## src/rtl/operand_arbiter.sv

```systemverilog
//==============================================================================
// Module   : operand_arbiter
// Purpose  : Round-robin sharing of one 4-operand compute unit between two
//            requesters. Optional WAIT watchdog via OPARB_TIMEOUT_EN.
// Revision : 1.0 - initial release
//==============================================================================
`timescale 1ns/1ps
`default_nettype none

module operand_arbiter #(
  parameter int data_width     = 16,
  parameter int res_width      = 32,
  parameter int TIMEOUT_CYCLES = 256
) (
  input  logic                    clk,
  input  logic                    rst_n,
  input  logic                    start0,
  input  logic [4*data_width-1:0] ops0,
  output logic                    ready0,
  input  logic                    start1,
  input  logic [4*data_width-1:0] ops1,
  output logic                    ready1,
  output logic                    unitStart,
  output logic [data_width-1:0]   unitA,
  output logic [data_width-1:0]   unitB,
  output logic [data_width-1:0]   unitC,
  output logic [data_width-1:0]   unitD,
  input  logic                    unitReady,
  input  logic                    unitDone,
  input  logic [res_width-1:0]    unitResult,
  output logic [res_width-1:0]    result,
  output logic                    resultValid0,
  output logic                    resultValid1,
  output logic                    grantId,
  output logic                    error
);

  localparam logic [1:0] c_st_idle  = 2'd0;
  localparam logic [1:0] c_st_issue = 2'd1;
  localparam logic [1:0] c_st_wait  = 2'd2;
  localparam logic [1:0] c_st_resp  = 2'd3;

  logic [1:0]              r_state;
  logic                    r_pend0;
  logic                    r_pend1;
  logic [4*data_width-1:0] r_buf0;
  logic [4*data_width-1:0] r_buf1;
  logic [4*data_width-1:0] r_unit_ops;
  logic [res_width-1:0]    r_result;
  logic                    r_last_grant;
  logic                    r_grant_id;

  logic w_ready0;
  logic w_ready1;
  logic w_pick;
  logic w_timeout;
  logic w_release;
  logic w_clear0;
  logic w_clear1;

  assign w_ready0 = rst_n && !r_pend0;
  assign w_ready1 = rst_n && !r_pend1;

  // On a tie the requester not served last wins; otherwise the only one pending.
  assign w_pick = (r_pend0 && r_pend1) ? ~r_last_grant : r_pend1;

  // A transaction ends either with a normal response or a watchdog abort.
  assign w_release = (r_state == c_st_resp) || w_timeout;
  assign w_clear0  = w_release && (r_grant_id == 1'b0);
  assign w_clear1  = w_release && (r_grant_id == 1'b1);

`ifdef OPARB_TIMEOUT_EN
  localparam int c_cnt_w = $clog2(TIMEOUT_CYCLES + 1);
  localparam logic [c_cnt_w-1:0] c_timeout_last = c_cnt_w'(TIMEOUT_CYCLES - 1);

  logic [c_cnt_w-1:0] r_wait_cnt;
  logic               r_error;

  assign w_timeout = (r_state == c_st_wait) && !unitDone && (r_wait_cnt == c_timeout_last);

  always_ff @(posedge clk) begin
    if (!rst_n) begin
      r_wait_cnt <= '0;
      r_error    <= 1'b0;
    end else begin
      r_error <= w_timeout;
      if (r_state == c_st_issue) begin
        r_wait_cnt <= '0;
      end else if (r_state == c_st_wait) begin
        r_wait_cnt <= r_wait_cnt + 1'b1;
      end
    end
  end

  assign error = r_error;
`else
  assign w_timeout = 1'b0;
  assign error     = 1'b0;
`endif

  always_ff @(posedge clk) begin
    if (!rst_n) begin
      r_state      <= c_st_idle;
      r_pend0      <= 1'b0;
      r_pend1      <= 1'b0;
      r_buf0       <= '0;
      r_buf1       <= '0;
      r_unit_ops   <= '0;
      r_result     <= '0;
      r_last_grant <= 1'b1;
      r_grant_id   <= 1'b0;
    end else begin
      if (w_clear0) begin
        r_pend0 <= 1'b0;
      end else if (start0 && w_ready0) begin
        r_buf0  <= ops0;
        r_pend0 <= 1'b1;
      end

      if (w_clear1) begin
        r_pend1 <= 1'b0;
      end else if (start1 && w_ready1) begin
        r_buf1  <= ops1;
        r_pend1 <= 1'b1;
      end

      case (r_state)
        c_st_idle: begin
          if (r_pend0 || r_pend1) begin
            r_grant_id <= w_pick;
            r_unit_ops <= w_pick ? r_buf1 : r_buf0;
            r_state    <= c_st_issue;
          end
        end
        c_st_issue: begin
          if (unitReady) begin
            r_state <= c_st_wait;
          end
        end
        c_st_wait: begin
          if (unitDone) begin
            r_result <= unitResult;
            r_state  <= c_st_resp;
          end else if (w_timeout) begin
            r_last_grant <= r_grant_id;
            r_state      <= c_st_idle;
          end
        end
        default: begin
          r_last_grant <= r_grant_id;
          r_state      <= c_st_idle;
        end
      endcase
    end
  end

  assign ready0       = w_ready0;
  assign ready1       = w_ready1;
  assign unitStart    = rst_n && (r_state == c_st_issue) && unitReady;
  assign resultValid0 = rst_n && (r_state == c_st_resp) && (r_grant_id == 1'b0);
  assign resultValid1 = rst_n && (r_state == c_st_resp) && (r_grant_id == 1'b1);
  assign unitA        = r_unit_ops[data_width-1:0];
  assign unitB        = r_unit_ops[2*data_width-1:data_width];
  assign unitC        = r_unit_ops[3*data_width-1:2*data_width];
  assign unitD        = r_unit_ops[4*data_width-1:3*data_width];
  assign result       = r_result;
  assign grantId      = r_grant_id;

endmodule

`default_nettype wire

```

## config.mk

```make
export PLATFORM = sky130hd
export DESIGN_NAME = operand_arbiter
export DESIGN_NICKNAME = d
export VERILOG_FILES = /design/src/rtl/operand_arbiter.sv
export SDC_FILE = /design/constraint.sdc
export NUM_CORES = 1
export LEC_CHECK = 0
export CORE_MARGIN = 2
export CORE_UTILIZATION = 47
export CTS_CLUSTER_SIZE = 16
export DETAILED_ROUTE_END_ITERATION = 8
export PLACE_DENSITY = 0.8
export SLEW_MARGIN = 20
export SYNTH_ARGS = -nofsm -noshare
export SYNTH_HDL_FRONTEND = slang
export SYNTH_SLANG_ARGS = --single-unit
```

## constraint.sdc

```tcl
create_clock -name clk -period 1.75 [get_ports clk]
set_clock_uncertainty 0.2 [all_clocks]
set_input_delay 0.2625 -clock clk [delete_from_list [all_inputs] [get_ports clk]]
set_output_delay 0.2625 -clock clk [all_outputs]
set_load 0.03 [all_outputs]
```

==> out/qor.yml, run 1 <==
drc_errors: 0
numCtsBuffers: 24
cts_root_buf: "clkbuf_16"
synth_compound_area_share_pct: 13.3
vias: 8417
finalNonFillerCells: 1647
stdcell_area_um2: 13900
synth-xor-area-share_pct: 0
ioPinCount: 269
synth_cells: 1080
period_share_pct: 110
cp_slowest_cell: "dfxtp_4"
finalMaxSlewViolations: 0
ant_nets: 0
p_total_mw: 19.5
crit_cells: 5
synthSimpleGateAreaFrac_pct: 11.5
grt_pass1_wl_mm: 39.9
layout.nets: 1538
synth_mux_area_share_pct: 14.3
fin_tns_setup_ns: -2.24
synth_top_area_cell: "dfxtp_1"
crit_start: "r_state[1]$_SDFFE_PN0P_"
insertion_delay_ns: 0.51
cp_max_fo: 2
place_area_um2: 12200
register_area_um2: 4620
cts.htree.levels: 1
p_per_area_nw_per_um2: 1400
die_h_um: 143
maxCapViolCount: 0
layout-drive-gt1-share_pct: 16.4
grt_max_degree: 77
hold_buffers: 0
cp.required_ns: 1.29
setup_viol: 74
synth.area.top_cells: "dfxtp_1 51%, mux2i_1 14%, nand2_1 11%"
wl_per_cell_um: 17.4
synth-seq-cells: 230
whs_ns: 0.0305
syn_avg_cell_area_um2: 8.43
cp_cell_sequence: "buf_6 -> inv_6 -> ha_4 -> and3_4 -> buf_8"
overflow: 0
hold_path_startpoint: "rst_n"
dieArea_um2: 20500
rows: 50
r2r_end: "r_unit_ops[59]$_SDFFE_PN0P_"
synth_area_um2: 9110
drt-total-wl_mm: 28.7
drtIter0Drc: 363
cts_tree: "built"
arrival_ns: 1.47
synth_seq_area_share_pct: 50.6
cp_num_buf_inv: 3
syn-num-nets: 1250
rrSetupSlack_ns: -0.08
grt_pass1_vias: 8084
synthAdderAreaFrac_pct: 0.550
viasPerCell: 5.11
clock-sinks: 230
firstDrtPassIters: 7
layout_setup_ws_ns: -0.178
coreArea_um2: 18800
crit_family: "flip-flops"
p_leak_nw: 6.69
critical_path_class: "flop to output port"
io_buffers: 267
worstSetupEndpointType: "output port"
slowest_delay_ns: 0.36
gp_congestion: 0.823
hold_path_class: "input pin to flop"
die_w_um: 143
crit_end: "unitStart"
violations: "negative setup slack"
worst_r2r_path_depth: 10
clk_path_buf_depth: 3
rsz0062_at_grt: "true"
start_util_pct: 48.4
ys_warn_count: 0
antenna_found_initial: 0
final_hold_viol_count: 0
hpwl_mm: 16.9
place_inst: 1574
grt_usage_pct: 24.3
synth_top_family_by_area: "multiplexers"
ir_drop_mv: 0.919
multi_input_area_um2: 4050
synth_top_area_share_pct: 50.6
fmax_mhz: 519
area_growth_pct: 52.8
ys_types: 29
clk_pin_slew_ns: 0.06
status: "complete, but fails checks"
nFillCells: 1367
min_period_ns: 1.93
r2r_start: "r_state[1]$_SDFFE_PN0P_"
cp-start-kind: "flop"
-- worst register-to-register path: stages (launching register included) --
cell and delay, ns:
dfxtp_4 0.36, buf_6 0.11, inv_6 0.03, buf_6 0.11, ha_4 0.17, buf_6 0.12
o21ai_4 0.08, buf_12 0.18, clkbuf_16 0.18, a21oi_2 0.05, a21oi_1 0.17
-- stage by stage --
step	util, %	setup slack [ns]
4_1_cts	69.6	-0.217
3_3_place_gp	64.8	0.0103
6_report	73.9	-0.178
2_1_floorplan	-	0.127
3_5_place_dp	64.8	-0.101
5_1_grt	73.9	-0.222
-- power breakdown --
part / total [mW] / leakage, nW / internal (mW) / switching [mW]
Sequential: 6.74 / 1.89 / 6.16 / 0.581
Clock: 5.32 / 0.419 / 3.29 / 2.03
Combinational: 7.47 / 4.38 / 3.28 / 4.20
Total: 19.5 / 6.69 / 12.7 / 6.81
-- registers in the layout (all words and copies together) (netlist names) --
register      flops
r_state           2
r_pend1           1
result           32
r_last_grant      1
grantId           1
r_unit_ops       64
r_buf0           64
r_pend0           1
r_buf1           64
-- timing repair --
| action | CTS | global route |
|---|---|---|
| gates cloned | 1 | 13 |
| resized for setup | 136 | 194 |
| setup buffers | 4 | 10 |
| pin swaps | 2 | 52 |
| setup endpoints to repair | 221 | 159 |
-- how the worst min path moves through the flow --
stage,to,cells after the start
floorplan,r_pend1$_SDFFE_PP0P_,1
global placement,r_unit_ops[32]$_SDFFE_PN0P_,2
detailed placement,r_unit_ops[19]$_SDFFE_PN0P_,2
CTS,r_pend0$_SDFFE_PP0P_,3
global route,r_pend0$_SDFFE_PP0P_,3
finish,r_pend0$_SDFFE_PP0P_,3
-- layout by cell type, fill, tap and decap left out, types with 2 or more instances in the layout --
master           instances
dfxtp_1                226
clkbuf_2                10
mux2i_1                129
clkinv_2                 2
clkbuf_8                 9
nand2_2                  8
inv_1                  131
a21oi_4                  5
nor2_4                   2
dfxtp_4                  3
a21oi_2                 52
clkdlybuf4s50_1        164
buf_6                   18
a21oi_1                103
bufinv_16                2
clkdlybuf4s15_1         32
buf_8                    2
buf_4                   25
o21ai_0                 29
dlygate4sd2_1           54
buf_12                  19
o21ai_2                 13
ha_4                     4
o21ai_1                 23
nand2_1                252
and3_4                   2
nor2_1                   3
clkbuf_1                 5
clkbuf_16               35
-- layer usage --
metal  wire length [um]  share of wire, %  global-route usage [%]  vias up
li1                   -                 -                       -     4045
met1              11500                40                    28.6     3996
met2              14300                50                    44.2      316
met3               2010               7.0                    5.06       60
met4                845               2.9                    7.61        0
met5                  0                 0                       0        -
-- cells by family (layout without fill, tap and decap cells) --
| group | count (synthesis) | count (layout) |
|---|---|---|
| buffers and inverters | 208 | 514 |
| adders and majority gates | 4 | 4 |
| and+or+nand+nor | 273 | 273 |
| AOI/OAI and AO/OA | 234 | 234 |
| muxes | 130 | 130 |
| DFF | 230 | 230 |
| other | 1 | 2 |
-- cell usage after synthesis --
cell,count
conb_1,1
o211a_1,1
inv_1,133
mux2i_1,130
and2_1,1
nand4b_1,1
buf_2,27
buf_6,4
nor2_1,6
buf_4,13
a21bo_2,1
a222oi_1,1
o21a_2,1
a21oi_1,160
inv_2,1
dfxtp_1,230
o21a_1,1
nand3b_1,1
and3_1,2
buf_1,4
or3_1,1
o21ai_1,3
a21boi_2,2
nand2b_1,1
ha_1,4
o21ai_0,63
clkbuf_1,26
a22oi_1,1
nand2_1,260
-- area by class of cell --
class | instances | area share (%)
Antenna cell | 1 | 0.0180
Clock buffer | 39 | 5.52
Clock inverter | 5 | 0.566
Inverter | 134 | 3.68
Multi-Input combinational cell | 642 | 29.1
Sequential cell | 230 | 33.2
Tap cell | 260 | 2.34
Timing Repair Buffer | 336 | 25.6
Power figures use the tool's default switching activity.
==> run 2, diff against run 1 <==
--- a/config.mk
+++ b/config.mk
@@ -5,7 +5,7 @@
 export SDC_FILE = /design/constraint.sdc
 export NUM_CORES = 1
 export LEC_CHECK = 0
-export CORE_MARGIN = 2
+export ABC_AREA = 0
 export CORE_UTILIZATION = 47
 export CTS_CLUSTER_SIZE = 16
 export DETAILED_ROUTE_END_ITERATION = 8
==> run 2 against run 1 <==
  * The run still ends with negative setup slack left
  * Critical endpoint is now resultValid1
  * Global-route usage is 0.071 points lower
  * First-iteration DRC count is 18% higher
  * Combinational power is 8.6% lower
  * Clock power is 4% lower
  * Sequential cell count stayed put
  * Die area is 2.8% lower
  * Utilization is 0.20 points lower
  * Critical path depth is 1 lower
  * Sequential power hardly changed
==> out/qor.yml, run 2 (synthesis gave the netlist of run 1 again) <==
final_cell_mix: "260 x nand2_1, 226 x dfxtp_1, 164 x clkdlybuf4s50_1, 131 x inv_1"
die_w_um: 141  # -1.4%
min_period_ns: 1.94  # +0.00945 ns
fmax_mhz: 516  # -0.49%
cp_max_fo: 4  # +2
firstDrtPassIters: 5  # -2
setup_viol: 66  # -11%
clk_path_buf_depth: 3  # unchanged
r2r_start: "r_state[1]$_SDFFE_PN0P_"
cts_tree: "built"
violations: "negative setup slack"
dp_slack_ns: -0.174  # -0.0735 ns
crit_start: "r_state[0]$_SDFFE_PN0P_"
drt-total-wl_mm: 28.1  # -2.1%
drtIter0Drc: 427  # +18%
layout-drive-gt1-share_pct: 13.7  # -2.7 points
die_h_um: 141  # -1.4%
ir_drop_mv: 0.894  # -2.8%
cts.htree.levels: 1  # unchanged
vias: 8482  # +0.77%
clk_pin_slew_ns: 0.06  # about the same
p_leak_nw: 6.74  # +0.79%
critical_path_class: "flop to output port"
place_inst: 1567  # -0.44%
clock-sinks: 230  # unchanged
worstSetupEndpointType: "output port"
arrival_ns: 1.48  # about the same
hpwl_mm: 16.3  # -3.5%
wl_per_cell_um: 17.0  # -2.3%
nFillCells: 1390  # +1.7%
p_per_area_nw_per_um2: 1350  # -4.1%
insertion_delay_ns: 0.52  # about the same
finalMaxSlewViolations: 0  # unchanged
multi_input_area_um2: 3910  # -3.4%
reg_top3: "r_buf0 x64, r_buf1 x64, r_unit_ops x64"
rsz0062_at_grt: "true"
layout_setup_ws_ns: -0.188  # -0.00945 ns
ioPinCount: 269  # unchanged
hold_path_class: "input pin to flop"
cp-start-kind: "flop"
io_buffers: 267  # unchanged
antenna_found_initial: 1  # +1
maxCapViolCount: 0  # unchanged
numCtsBuffers: 24  # unchanged
gp_congestion: 0.772  # -6.2%
viasPerCell: 5.14  # +0.59%
final_common_cell: "nand2_1"
whs_path_depth: 4  # +1
fin_util_pct: 73.7  # -0.20 points
whs_ns: 0.0528  # +0.0222 ns
worst_r2r_path_depth: 8  # -2
rows: 50  # unchanged
period_share_pct: 111  # +0.54 points
status: "complete, but fails checks"
grt_pass1_wl_mm: 38.8  # -2.8%
ant_nets: 0  # unchanged
overflow: 0  # unchanged
finalNonFillerCells: 1650  # +0.18%
grt_max_degree: 82  # +6.5%
grt_pass1_vias: 7790  # -3.6%
cts_root_buf: "clkbuf_16"
start_util_pct: 48.4  # unchanged
area_growth_pct: 52.4
register_area_um2: 4610  # -0.11%
p_total_mw: 18.7  # -4.4%
coreArea_um2: 18800  # unchanged
grt_usage_pct: 24.3  # -0.071 points
dieArea_um2: 19900  # -2.8%
drc_errors: 0  # unchanged
hold_path_startpoint: "rst_n"
final_hold_viol_count: 0  # unchanged
cp.required_ns: 1.29  # about the same
layout.nets: 1543  # +0.33%
[run 2: cell types whose count changed in the layout (fill, tap and decap cells not counted), sizes merged]
| cell | delta |
|---|---|
| dlygate4sd3 | +1 |
| dlygate4sd2 | -8 |
| buf | -1 |
| clkbuf | +11 |
[run 2: layout make-up]
class / instances / share of cell area [%]
diodes: 1 / 0.0180
clock buffers: 37 / 5.12
clock inverters: 5 / 0.541
inverters: 134 / 3.65
multi-input cells: 642 / 28.2
flip-flops and latches: 230 / 33.2
well taps: 260 / 2.34
repair buffers: 341 / 26.9
[run 2: what timing repair did]
action | CTS | global route
setup endpoints to repair | 231 | 213
setup buffers | 3 | 14
endpoints found under the hold margin | 2 | 0
gates cloned | 2 | 21
hold buffers | 1 | 0
gates resized for setup | 141 | 164
pin swaps | 3 | 45
[run 2: metrics by stage]
step,setup TNS [ns],cell area [um2]
global placement,-1.90,12200
detailed placement,-5.93,12200
finish,-7.81,13900
global route,-13.14,13900
CTS,-0.554,13000
floorplan,0,9110
[run 2: per-layer routing]
layer  global-route usage (%)  share of wire (%)  wire [um]  vias to the layer above
met1                     29.9                 40      11200                     3994
met2                     41.8                 49      13800                      374
met5                        0                  0          0                        -
met4                     8.70                3.0        850                        0
met3                     5.03                8.0       2240                       65
li1                         -                  -          -                     4049
[run 2: critical path, cell delays in order, from the launching register on]
cell	delay [ns]
dfxtp_2	0.36
ha_4	0.18
buf_6	0.10
and3_4	0.17
buf_6	0.14
[run 2: path summary, 6_finish.rpt]
kind / slack [ns] / endpoint
max: -0.19 / resultValid1
min: 0.05 / r_unit_ops[44]$_SDFFE_PN0P_
max reg2reg: -0.16 / r_buf1[5]$_SDFFE_PN0P_
min reg2reg: 0.25 / result[22]$_SDFFE_PN0P_
[run 2: where the power goes]
part           switching [mW]  internal (mW)
Combinational            3.91           2.92
Clock                    2.04           3.07
Sequential              0.574           6.16
